### src/rtl/nibble_word_packer_if.sv
// Byte-in / word-out stream bundle for the nibble word packer.
interface nibble_word_packer_if #(
    parameter int BYTES = 4
);
    logic                         in_valid;
    logic                         in_ready;
    logic [7:0]                   in_data;
    logic                         in_last;
    logic                         out_valid;
    logic                         out_ready;
    logic [BYTES*8-1:0]           out_data;
    logic [$clog2(BYTES+1)-1:0]   out_bytes;
    logic [15:0]                  word_cnt;

    modport slave (
        input  in_valid, in_data, in_last, out_ready,
        output in_ready, out_valid, out_data, out_bytes, word_cnt
    );

    modport master (
        output in_valid, in_data, in_last, out_ready,
        input  in_ready, out_valid, out_data, out_bytes, word_cnt
    );
endinterface

### src/rtl/nibble_word_packer.sv
// Packs a byte stream into BYTES-wide words, MSB lane first, optionally undoing the
// upstream nibble swap; finished words queue in a DEPTH-entry FIFO.
module nibble_word_packer #(
    parameter int BYTES        = 4,
    parameter int DEPTH        = 2,
    parameter bit SWAP_NIBBLES = 1
) (
    input  logic                 clk,
    input  logic                 rst_n,
    nibble_word_packer_if.slave  bus
);
    localparam int LW = $clog2(BYTES);
    localparam int BW = $clog2(BYTES+1);
    localparam int PW = (DEPTH > 1) ? $clog2(DEPTH) : 1;
    localparam int OW = $clog2(DEPTH+1);
    localparam int WW = BYTES*8;

    logic [LW-1:0] lane_q, lane_d;
    logic [WW-1:0] acc_q, acc_d;
    logic [WW-1:0] mem_q [DEPTH];
    logic [WW-1:0] mem_d [DEPTH];
    logic [BW-1:0] nb_q [DEPTH];
    logic [BW-1:0] nb_d [DEPTH];
    logic [PW-1:0] wr_ptr_q, wr_ptr_d, rd_ptr_q, rd_ptr_d;
    logic [OW-1:0] occ_q, occ_d;
    logic [15:0]   cnt_q, cnt_d;

    logic          in_ready, accept, close, pop;
    logic [7:0]    byte_in;
    logic [WW-1:0] word;

    function automatic logic [PW-1:0] nxt(input logic [PW-1:0] p);
        return (p == PW'(DEPTH-1)) ? '0 : p + 1'b1;
    endfunction

    // Readiness depends only on occupancy so a closing byte always finds a free slot.
    assign in_ready = (occ_q != OW'(DEPTH));

    always_comb begin
        byte_in  = SWAP_NIBBLES ? {bus.in_data[3:0], bus.in_data[7:4]} : bus.in_data;
        accept   = bus.in_valid && in_ready;
        close    = accept && (bus.in_last || lane_q == LW'(BYTES-1));
        pop      = (occ_q != '0) && bus.out_ready;
        word     = acc_q;
        word[(BYTES-1-int'(lane_q))*8 +: 8] = byte_in;

        lane_d   = lane_q;
        acc_d    = acc_q;
        mem_d    = mem_q;
        nb_d     = nb_q;
        wr_ptr_d = wr_ptr_q;
        rd_ptr_d = rd_ptr_q;
        cnt_d    = cnt_q;

        if (accept) begin
            if (close) begin
                lane_d           = '0;
                acc_d            = '0;
                mem_d[wr_ptr_q]  = word;
                nb_d[wr_ptr_q]   = BW'(lane_q) + BW'(1);
                wr_ptr_d         = nxt(wr_ptr_q);
                cnt_d            = cnt_q + 16'd1;
            end else begin
                lane_d = lane_q + 1'b1;
                acc_d  = word;
            end
        end
        if (pop) rd_ptr_d = nxt(rd_ptr_q);
        occ_d = occ_q + OW'(close) - OW'(pop);
    end

    always_ff @(posedge clk or negedge rst_n) begin
        if (!rst_n) begin
            lane_q   <= '0;
            acc_q    <= '0;
            wr_ptr_q <= '0;
            rd_ptr_q <= '0;
            occ_q    <= '0;
            cnt_q    <= '0;
            for (int i = 0; i < DEPTH; i++) begin
                mem_q[i] <= '0;
                nb_q[i]  <= '0;
            end
        end else begin
            lane_q   <= lane_d;
            acc_q    <= acc_d;
            wr_ptr_q <= wr_ptr_d;
            rd_ptr_q <= rd_ptr_d;
            occ_q    <= occ_d;
            cnt_q    <= cnt_d;
            mem_q    <= mem_d;
            nb_q     <= nb_d;
        end
    end

    assign bus.in_ready  = in_ready;
    assign bus.out_valid = (occ_q != '0);
    assign bus.out_data  = mem_q[rd_ptr_q];
    assign bus.out_bytes = nb_q[rd_ptr_q];
    assign bus.word_cnt  = cnt_q;
endmodule

### src/flat_wrapper.sv
// flat-port wrapper written by rule: the top's interface ports become plain ports
module nibble_word_packer_flat 
#(
    parameter int BYTES        = 4,
    parameter int DEPTH        = 2,
    parameter bit SWAP_NIBBLES = 1
)
  (clk, rst_n, bus_in_valid, bus_in_data, bus_in_last, bus_out_ready, bus_in_ready, bus_out_valid, bus_out_data, bus_out_bytes, bus_word_cnt);
  nibble_word_packer_if #(.BYTES(BYTES)) bus_i ();
  input  logic clk;
  input  logic rst_n;
  input wire logic [$bits(bus_i.in_valid)-1:0] bus_in_valid;
  input wire logic [$bits(bus_i.in_data)-1:0] bus_in_data;
  input wire logic [$bits(bus_i.in_last)-1:0] bus_in_last;
  input wire logic [$bits(bus_i.out_ready)-1:0] bus_out_ready;
  output wire logic [$bits(bus_i.in_ready)-1:0] bus_in_ready;
  output wire logic [$bits(bus_i.out_valid)-1:0] bus_out_valid;
  output wire logic [$bits(bus_i.out_data)-1:0] bus_out_data;
  output wire logic [$bits(bus_i.out_bytes)-1:0] bus_out_bytes;
  output wire logic [$bits(bus_i.word_cnt)-1:0] bus_word_cnt;
  assign bus_i.in_valid = bus_in_valid;
  assign bus_i.in_data = bus_in_data;
  assign bus_i.in_last = bus_in_last;
  assign bus_i.out_ready = bus_out_ready;
  assign bus_in_ready = bus_i.in_ready;
  assign bus_out_valid = bus_i.out_valid;
  assign bus_out_data = bus_i.out_data;
  assign bus_out_bytes = bus_i.out_bytes;
  assign bus_word_cnt = bus_i.word_cnt;
  nibble_word_packer #(.BYTES(BYTES), .DEPTH(DEPTH), .SWAP_NIBBLES(SWAP_NIBBLES)) u_core (.clk(clk), .rst_n(rst_n), .bus(bus_i));
endmodule
### config.mk
export PLATFORM = sky130hd
export DESIGN_NAME = nibble_word_packer_flat
export DESIGN_NICKNAME = d
export VERILOG_FILES = /design/src/rtl/nibble_word_packer_if.sv /design/src/rtl/nibble_word_packer.sv /design/src/flat_wrapper.sv
export SDC_FILE = /design/constraint.sdc
export NUM_CORES = 1
export LEC_CHECK = 0
export CORE_MARGIN = 4
export CORE_UTILIZATION = 47
export DETAILED_ROUTE_END_ITERATION = 8
export GPL_ROUTABILITY_DRIVEN = 0
export PLACE_DENSITY = 0.81
export REMOVE_ABC_BUFFERS = 1
export SYNTH_ARGS = -nofsm -noshare
export SYNTH_HDL_FRONTEND = slang
export SYNTH_SLANG_ARGS = --single-unit
### constraint.sdc
create_clock -name clk -period 4.2 [get_ports clk]
set_clock_uncertainty 0.1 [all_clocks]
set_input_delay 0.42 -clock clk [delete_from_list [all_inputs] [get_ports clk]]
set_output_delay 0.42 -clock clk [all_outputs]
set_load 0.02 [all_outputs]
After elaboration in Yosys (flattened, before gate mapping). Cells that the tools add are included. Widths: inputs -> output; s select.

$add $sub $neg: 9. Magnitude comparators: 3. Equal/unequal tests: 2. Shift operators: 2. Mux-type cells: 17. Bitwise logic cells: 2. Reductions and logical operators: 7.

Operator list (number): $mux 32 (5); $bwmux 64 (1); $neg 32->33 (1); $shift 8x33->32 const A (1); $shiftx 8x33->32 (1); $bwmux 32 (1); $demux 32 s1 (1); $add 16x1->16 const B (1); $mux 3 (4); $bwmux 6 (1); $ge 2x2->1 const B (2); $logic_and 1x1->1 (4); $not 1->2 (2); $add 2x1->3 const B (1); $demux 3 s1 (1); $sub 2x2->3 const A (1); $add 1x1->1 const B (2); $add 2x1->2 (1); $add 2x1->2 const B (1); $eq 2x2->1 const B (1); $lt 2x1->1 const B (1); $mux 1 (2); $mux 2 (1); $ne 2x2->1 const B (1); other kinds (4) (4).

Bits in registers: 124. Bits of input ports: 13. Output and inout bits: 53. Logic and storage cells: 52.

Logic depth before layout (Yosys ltp). Gate-level depths: netlist (run 1).

Depth after elaboration: 6. Depth in mapped cells: 9. Mapped depth without buffers: 7.

Worst setup path after synthesis (run 1). No wires, ideal clock.

Kind: reg-to-reg. From: register u_core.lane_q[0]. To: register u_core.acc_q[16]. Library setup time: 0.067 ns. Data arrival time: 2.091 ns. Required time: 4.033 ns. Path slack: 1.942 ns. Stages on the path, launching flop included: 9. Buffers on the path: 2. Clock period less this slack: 2.258 ns. Cells stage by stage: dfrtp_1 > clkbuf_1 > inv_1 > ha_1 > buf_2 > nor3b_2 > nand2_1 > nor2_2 > a22o_1.

Word-level cells in the longest chain between the ends: 5. Elaborated cells on any way between the ends: 9. Those cells by class: add/sub: 2; eq/ne: 1; shift: 2; mux: 2; reduce/logical: 2.

Ends and longest elaborated chain: start: declaration (line nibble_word_packer.sv:18) `logic [LW-1:0] lane_q, lane_d;`; start signal: assignment (line nibble_word_packer.sv:85) `lane_q <= lane_d;`; $sub 2x2->3 (line nibble_word_packer.sv:45) `word[(BYTES-1-int'(lane_q))*8 +: 8] = byte_in;`; $neg 32->33 (line nibble_word_packer.sv:45); $shiftx 8x33->32 / $shift 8x33->32 (equally long branches) (line nibble_word_packer.sv:45); $bwmux 32 (line nibble_word_packer.sv:45); $mux 32 * (line nibble_word_packer.sv:56) `if (close) begin`; end signal: assignment (line nibble_word_packer.sv:75) `acc_q <= '0;`; end signal: assignment (line nibble_word_packer.sv:86) `acc_q <= acc_d;`; end: declaration (line nibble_word_packer.sv:19) `logic [WW-1:0] acc_q, acc_d;`.

Every way passes the cells marked *; elsewhere a longest branch is shown, timed or not. A chain may end at the register's enable or synchronous reset.

Worst setup path in the final report (run 1).
From: register u_core.rd_ptr_q. To: output port bus_out_data[1].

Word-level cells in the longest chain between the ends: 4.

Ends and longest elaborated chain: start: declaration (line nibble_word_packer.sv:24) `logic [PW-1:0] wr_ptr_q, wr_ptr_d, rd_ptr_q, rd_ptr_d;`; start signal: assignment (line nibble_word_packer.sv:88) `rd_ptr_q <= rd_ptr_d;`; $not 1->2 (implied by the code) (line nibble_word_packer.sv:98) `assign bus.out_data = mem_q[rd_ptr_q];`; $mux 32 (implied by the code) (3 in a row) (line nibble_word_packer.sv:98); end: declaration (line flat_wrapper.sv:18) `output wire logic [$bits(bus_i.out_data)-1:0] bus_out_data;`.

Every way passes these cells. The select of a mux whose other input is x is not followed.

==> impl_metrics.env, run 1 <==
export IMPL_ys_warn_count=0
export IMPL_synth_xor_xnor_area_share_pct=2.98
export IMPL_yosysMostFrequentCell="dfrtp_1"
export IMPL_max_slew_worst_pin_slew_ps=891
export IMPL_grt_pass1_wl_um=20600
export IMPL_slew_headroom_pct=40.6
export IMPL_worstSetupEndpointType="primary output"
export IMPL_die_y_um=117
export IMPL_crit_arrival_ps=2430
export IMPL_hold_class="in2async"
export IMPL_synth_top_family_by_area="simple AND/OR/NAND/NOR gates"
export IMPL_drv_slew=0
export IMPL_cts_resized_gates=0
export IMPL_synth_top_area_share_pct=55.5
export IMPL_synth_seq_area_share_pct=55.5
export IMPL_holdBufCountCts=0
export IMPL_synth_area_leader_cell="dfrtp_1"
export IMPL_clk_pin_slew_ps=60
export IMPL_drive_gt1_share_pct=14.9
export IMPL_dp_hpwl_um=8320
export IMPL_synth_cell_types=41
export IMPL_cts_tree="yes"
export IMPL_synth_flop_cell="dfrtp_1"
export IMPL_synth_compound_area_share_pct=13.3
export IMPL_syn_inst=521
export IMPL_drtAntennaViolNets=0
export IMPL_hold_violations=0
export IMPL_hold_slack_ps=28.8
export IMPL_die_width_um=117
export IMPL_syn_avg_cell_area_sq_um=10.7
export IMPL_vias=4109
export IMPL_synth_top_cells_by_count="124 x dfrtp_1, 52 x nand2_1, 45 x o21ai_0, 40 x mux2_2"
export IMPL_postCtsSetupBuffers=0
export IMPL_via_per_inst=5.60
export IMPL_synth_edf_count=0
export IMPL_setup_viol=0
export IMPL_start_util_pct=48.5
export IMPL_cts_buffers=17
export IMPL_fin_crit_sh_pct=70.3
export IMPL_grt_max_degree=73
export IMPL_startpoint_type="register"
export IMPL_antenna_found_initial=0
export IMPL_synth_area_leaders="dfrtp_1 56%, mux2_2 8.1%, o21ai_0 4.0%, a21oi_1 3.5%, nand2_1 3.5%"
export IMPL_antenna_cells=0
export IMPL_worstPathRequired_ps=3680
export IMPL_power_density_nw_per_um2=759
export IMPL_synthAdderAreaFrac_pct=1.79
export IMPL_rsz0062_at_grt="false"
export IMPL_async_flop_share_pct=100
export IMPL_first_global_vias=4114
export IMPL_fin_tns_setup_ps=0
export IMPL_wl_per_cell_um=17.2
export IMPL_synth_simple_gate_area_share_pct=14.9
export IMPL_cp_max_fo=29
export IMPL_design_core_area_sq_um=11500
export IMPL_min_period_ps=2950
export IMPL_cts_path_max_buffers=2
export IMPL_clkLatencyLatePin_ps=400
export IMPL_pin_count=66
export IMPL_synth_ff_latch_count=124
export IMPL_fmaxAchievable_ghz=0.339
export IMPL_crit_type="reg2out"
export IMPL_rows=39
export IMPL_io_buffers=65
export IMPL_cap_violations=0
export IMPL_area_growth_pct=23.7
export IMPL_synthMuxAreaShare_pct=8.24
export IMPL_overflow=0
export IMPL_syn_area_sq_um=5590
export IMPL_ir_drop_uv=431
export IMPL_drc=0
export IMPL_p_leak_uw=0.00308
export IMPL_cts_root_buffer="clkbuf_16"
export IMPL_drt_wl_total_um=12600
export IMPL_dieArea_sq_um=13700
export IMPL_grtUsageTotal_pct=19.6
export IMPL_nets=601
export IMPL_cts_sink_count=124
export IMPL_htreeDepth=4
export IMPL_drt_iter0_markers=266
export IMPL_first_pass_iters=4
export IMPL_status="completed"
flip-flops by register name, indices dropped and copies added, names as in the netlist:
| signal | count |
|---|---|
| u_core.rd_ptr_q | 1 |
| u_core.wr_ptr_q | 1 |
| u_core.acc_q | 32 |
| u_core.mem_q | 64 |
| u_core.occ_q | 2 |
| u_core.nb_q | 6 |
| u_core.bus.word_cnt | 16 |
| u_core.lane_q | 2 |
stage by stage:
stage / utilization [%] / instances / setup slack [ps] / total power (uW) / instance area [sq um]
after global placement: 54.9 / 704 / 1640 / 3750 / 6320
after global routing: 60.0 / 734 / 1170 / 5530 / 6910
after detailed placement: 54.9 / 704 / 1510 / 3820 / 6320
after CTS: 60.0 / 734 / 1240 / 5270 / 6910
final: 60.0 / 734 / 1250 / 5240 / 6910
after floorplan: - / 490 / 746 / 3010 / 5450
final timing paths:
check                                          end  cells past startpoint                     from  slack [ps]
max in group asynchronous          u_core.rd_ptr_q                      2                    rst_n        3050
min                               u_core.mem_q[45]                      1                    rst_n          30
min in group clk           u_core.bus.word_cnt[15]                      1  u_core.bus.word_cnt[15]         370
min reg2reg                u_core.bus.word_cnt[15]                      1  u_core.bus.word_cnt[15]         370
max                                bus_out_data[1]                      3          u_core.rd_ptr_q        1250
max reg2reg                u_core.bus.word_cnt[14]                      5         u_core.lane_q[0]        1490
metal layers:
metal  global-route usage [%]  routed length (um)  up-vias
li1                         -                   -     1933
met5                        0                   0        -
met1                     26.0                5690     2056
met2                     31.2                6130      104
met3                     4.99                 589       16
met4                     7.19                 197        0
power breakdown:
group          leakage [uW]  switching [uW]  internal (uW)
clock network      0.000284             499            944
registers           0.00161             236           1540
logic               0.00119            1110            921
total               0.00308            1840           3400
layout by cell type (no fill, tap or decap), types with 8 or more instances in the layout:
| cell | n |
|---|---|
| a21oi_1 | 39 |
| a22o_1 | 16 |
| a31oi_1 | 16 |
| a32oi_1 | 8 |
| and2_1 | 10 |
| clkbuf_16 | 17 |
| clkdlybuf4s50_1 | 64 |
| dfrtp_1 | 124 |
| ha_1 | 8 |
| inv_1 | 12 |
| mux2_2 | 40 |
| nand2_1 | 52 |
| nor2_1 | 39 |
| nor2b_1 | 23 |
| o21ai_0 | 45 |
| xnor2_1 | 10 |
| xor2_1 | 9 |
logic make-up (layout without fill, tap and decap cells):
family	after synthesis	count (layout)
compound gates	126	126
xor+xnor	19	19
fa+ha+maj	8	8
buf+inv	44	114
flops	124	124
mux	41	41
simple gates	159	159
worst max-delay path, stage by stage, from the launching register on:
cell and delay, ps:
dfrtp_1 570, buf_4 500, mux2_2 410, clkdlybuf4s50_1 540
cell type report:
type,count,area (sq um)
clock inverter,6,85.1
inverter,13,48.8
fill,952,4600
timing repair buffer,71,693
tap,143,179
clock buffer,24,502
multi-input combinational,353,2300
sequential,124,3100
No activity file was read; power rests on OpenSTA's default activity.
==> run 2: changes to the inputs <==
Clock period 4.2 ns to 2.9 ns, I/O delays scaled along.
==> impl_metrics.env, run 2 (synthesis gave the netlist of run 1 again) <==
export IMPL_worstPathRequired_ps=3140
export IMPL_dieArea_sq_um=13700
export IMPL_worst_slack_ps=460
export IMPL_start_util_pct=48.5
export IMPL_ir_drop_uv=552
export IMPL_largest_register="u_core.mem_q"
export IMPL_drtAntennaViolNets=0
export IMPL_post_place_ws_ps=445
export IMPL_crit_path_max_incr_delay_ps=610
export IMPL_clkLatencyLatePin_ps=400
export IMPL_rsz0062_at_grt="false"
export IMPL_cts_path_max_buffers=2
export IMPL_dp_hpwl_um=8540
export IMPL_cts_root_buffer="clkbuf_16"
export IMPL_io_buffers=65
export IMPL_postCtsSetupBuffers=0
export IMPL_drive_gt1_share_pct=15.2
export IMPL_mostFrequentLayoutCells="124 x dfrtp_1, 64 x clkdlybuf4s50_1, 52 x nand2_1"
export IMPL_crit_arrival_ps=2680
export IMPL_drv_slew=0
export IMPL_slew_headroom_pct=38.8
export IMPL_worst_path_max_delay_cell="dfrtp_1"
export IMPL_fin_crit_sh_pct=84.2
export IMPL_pin_count=66
export IMPL_hold_class="reg2reg"
export IMPL_die_y_um=117
export IMPL_overflow=0
export IMPL_wl_per_cell_um=16.9
export IMPL_drc=0
export IMPL_grtUsageTotal_pct=19.8
export IMPL_antenna_found_initial=0
export IMPL_cp_max_fo=15
export IMPL_hold_slack_ps=367
export IMPL_max_slew_worst_pin_slew_ps=918
export IMPL_fmaxAchievable_ghz=0.410
export IMPL_p_leak_uw=0.00309
export IMPL_first_pass_iters=4
export IMPL_regToRegSetupSlack_ps=460
export IMPL_min_period_ps=2440
export IMPL_power_density_nw_per_um2=1080
export IMPL_die_width_um=117
export IMPL_clk_pin_slew_ps=50
export IMPL_grt_max_degree=76
export IMPL_hold_violations=0
export IMPL_setup_viol=0
export IMPL_crit_chain="inv_1 > ha_1 > nor4b_2 > nand2_1 > nor2_1 > a22o_1"
export IMPL_rows=39
export IMPL_cts_tree="yes"
export IMPL_drt_iter0_markers=247
export IMPL_largest_reg_flops=64
export IMPL_nets=607
export IMPL_mostFrequentLayoutCell="dfrtp_1"
export IMPL_first_global_vias=4195
export IMPL_grt_pass1_wl_um=20900
export IMPL_area_growth_pct=23.9
export IMPL_fill_cells=905
export IMPL_design_core_area_sq_um=11500
export IMPL_vias=4070
export IMPL_worstSetupEndpointType="register"
export IMPL_cts_buffers=17
export IMPL_cts_sink_count=124
export IMPL_crit_type="reg2reg"
export IMPL_drt_wl_total_um=12500
export IMPL_htreeDepth=4
export IMPL_cap_violations=0
export IMPL_antenna_cells=0
export IMPL_via_per_inst=5.50
export IMPL_status="completed"
export IMPL_startpoint_type="register"
run 2: layout make-up:
cell class	count	area, sq um	area share (%)
timing repair buffer	77	741	10.7
clock inverter	8	95.1	1.37
inverter	13	48.8	0.705
tap	143	179	2.58
multi-input combinational	353	2300	33.2
sequential	124	3100	44.8
clock buffer	22	454	6.56
run 2: layer usage:
metal	vias to the layer above	share of wire (%)	track usage, %
li1	1944	-	-
met1	2003	43	25.8
met2	109	50	32.0
met3	14	5.8	5.24
met4	0	1.3	7.26
met5	-	0	0
run 2: worst max-delay path: cells and delay by family (launching register included):
| kind | cells | cell delay, ps |
|---|---|---|
| buffers and inverters | 1 | 130 |
| and+or+nand+nor | 3 | 850 |
| AOI/OAI and AO/OA | 1 | 200 |
| adders and majority gates | 1 | 480 |
| DFF | 1 | 610 |
run 2: report_power, final:
group          total [uW]  switching (uW)  internal, uW  leakage, uW
clock                1980             714          1270     0.000266
sequential           2550             320          2230      0.00161
combinational        2970            1610          1360      0.00121
total                7500            2640          4860      0.00309
run 2: what timing repair did:
item | 4_1_cts | 5_1_grt
hold endpoints to repair | 72 | 0
gates resized for setup | 0 | 0
hold buffers | 1 | 0
run 2: final timing paths:
| path | to | cells past startpoint | start |
|---|---|---|---|
| max in group asynchronous | u_core.acc_q[12] | 3 | rst_n |
| setup reg to reg | u_core.acc_q[14] | 6 | u_core.lane_q[0] |
| hold / removal | u_core.bus.word_cnt[15] | 1 | u_core.bus.word_cnt[15] |
| min in group asynchronous | u_core.mem_q[11] | 2 | rst_n |
| setup / recovery | u_core.acc_q[14] | 6 | u_core.lane_q[0] |
| hold reg to reg | u_core.bus.word_cnt[15] | 1 | u_core.bus.word_cnt[15] |
run 2: per-stage QoR:
step           utilization (%)  instance area [sq um]  power (uW)  cells  setup TNS (ps)
2_1_floorplan                -                   5450        4360    490          -18950
3_3_place_gp              55.2                   6360        5440    709               0
3_5_place_dp              55.2                   6360        5550    709               0
4_1_cts                   60.1                   6920        7570    740               0
5_1_grt                   60.1                   6920        7960    740               0
6_report                  60.1                   6920        7500    740               0
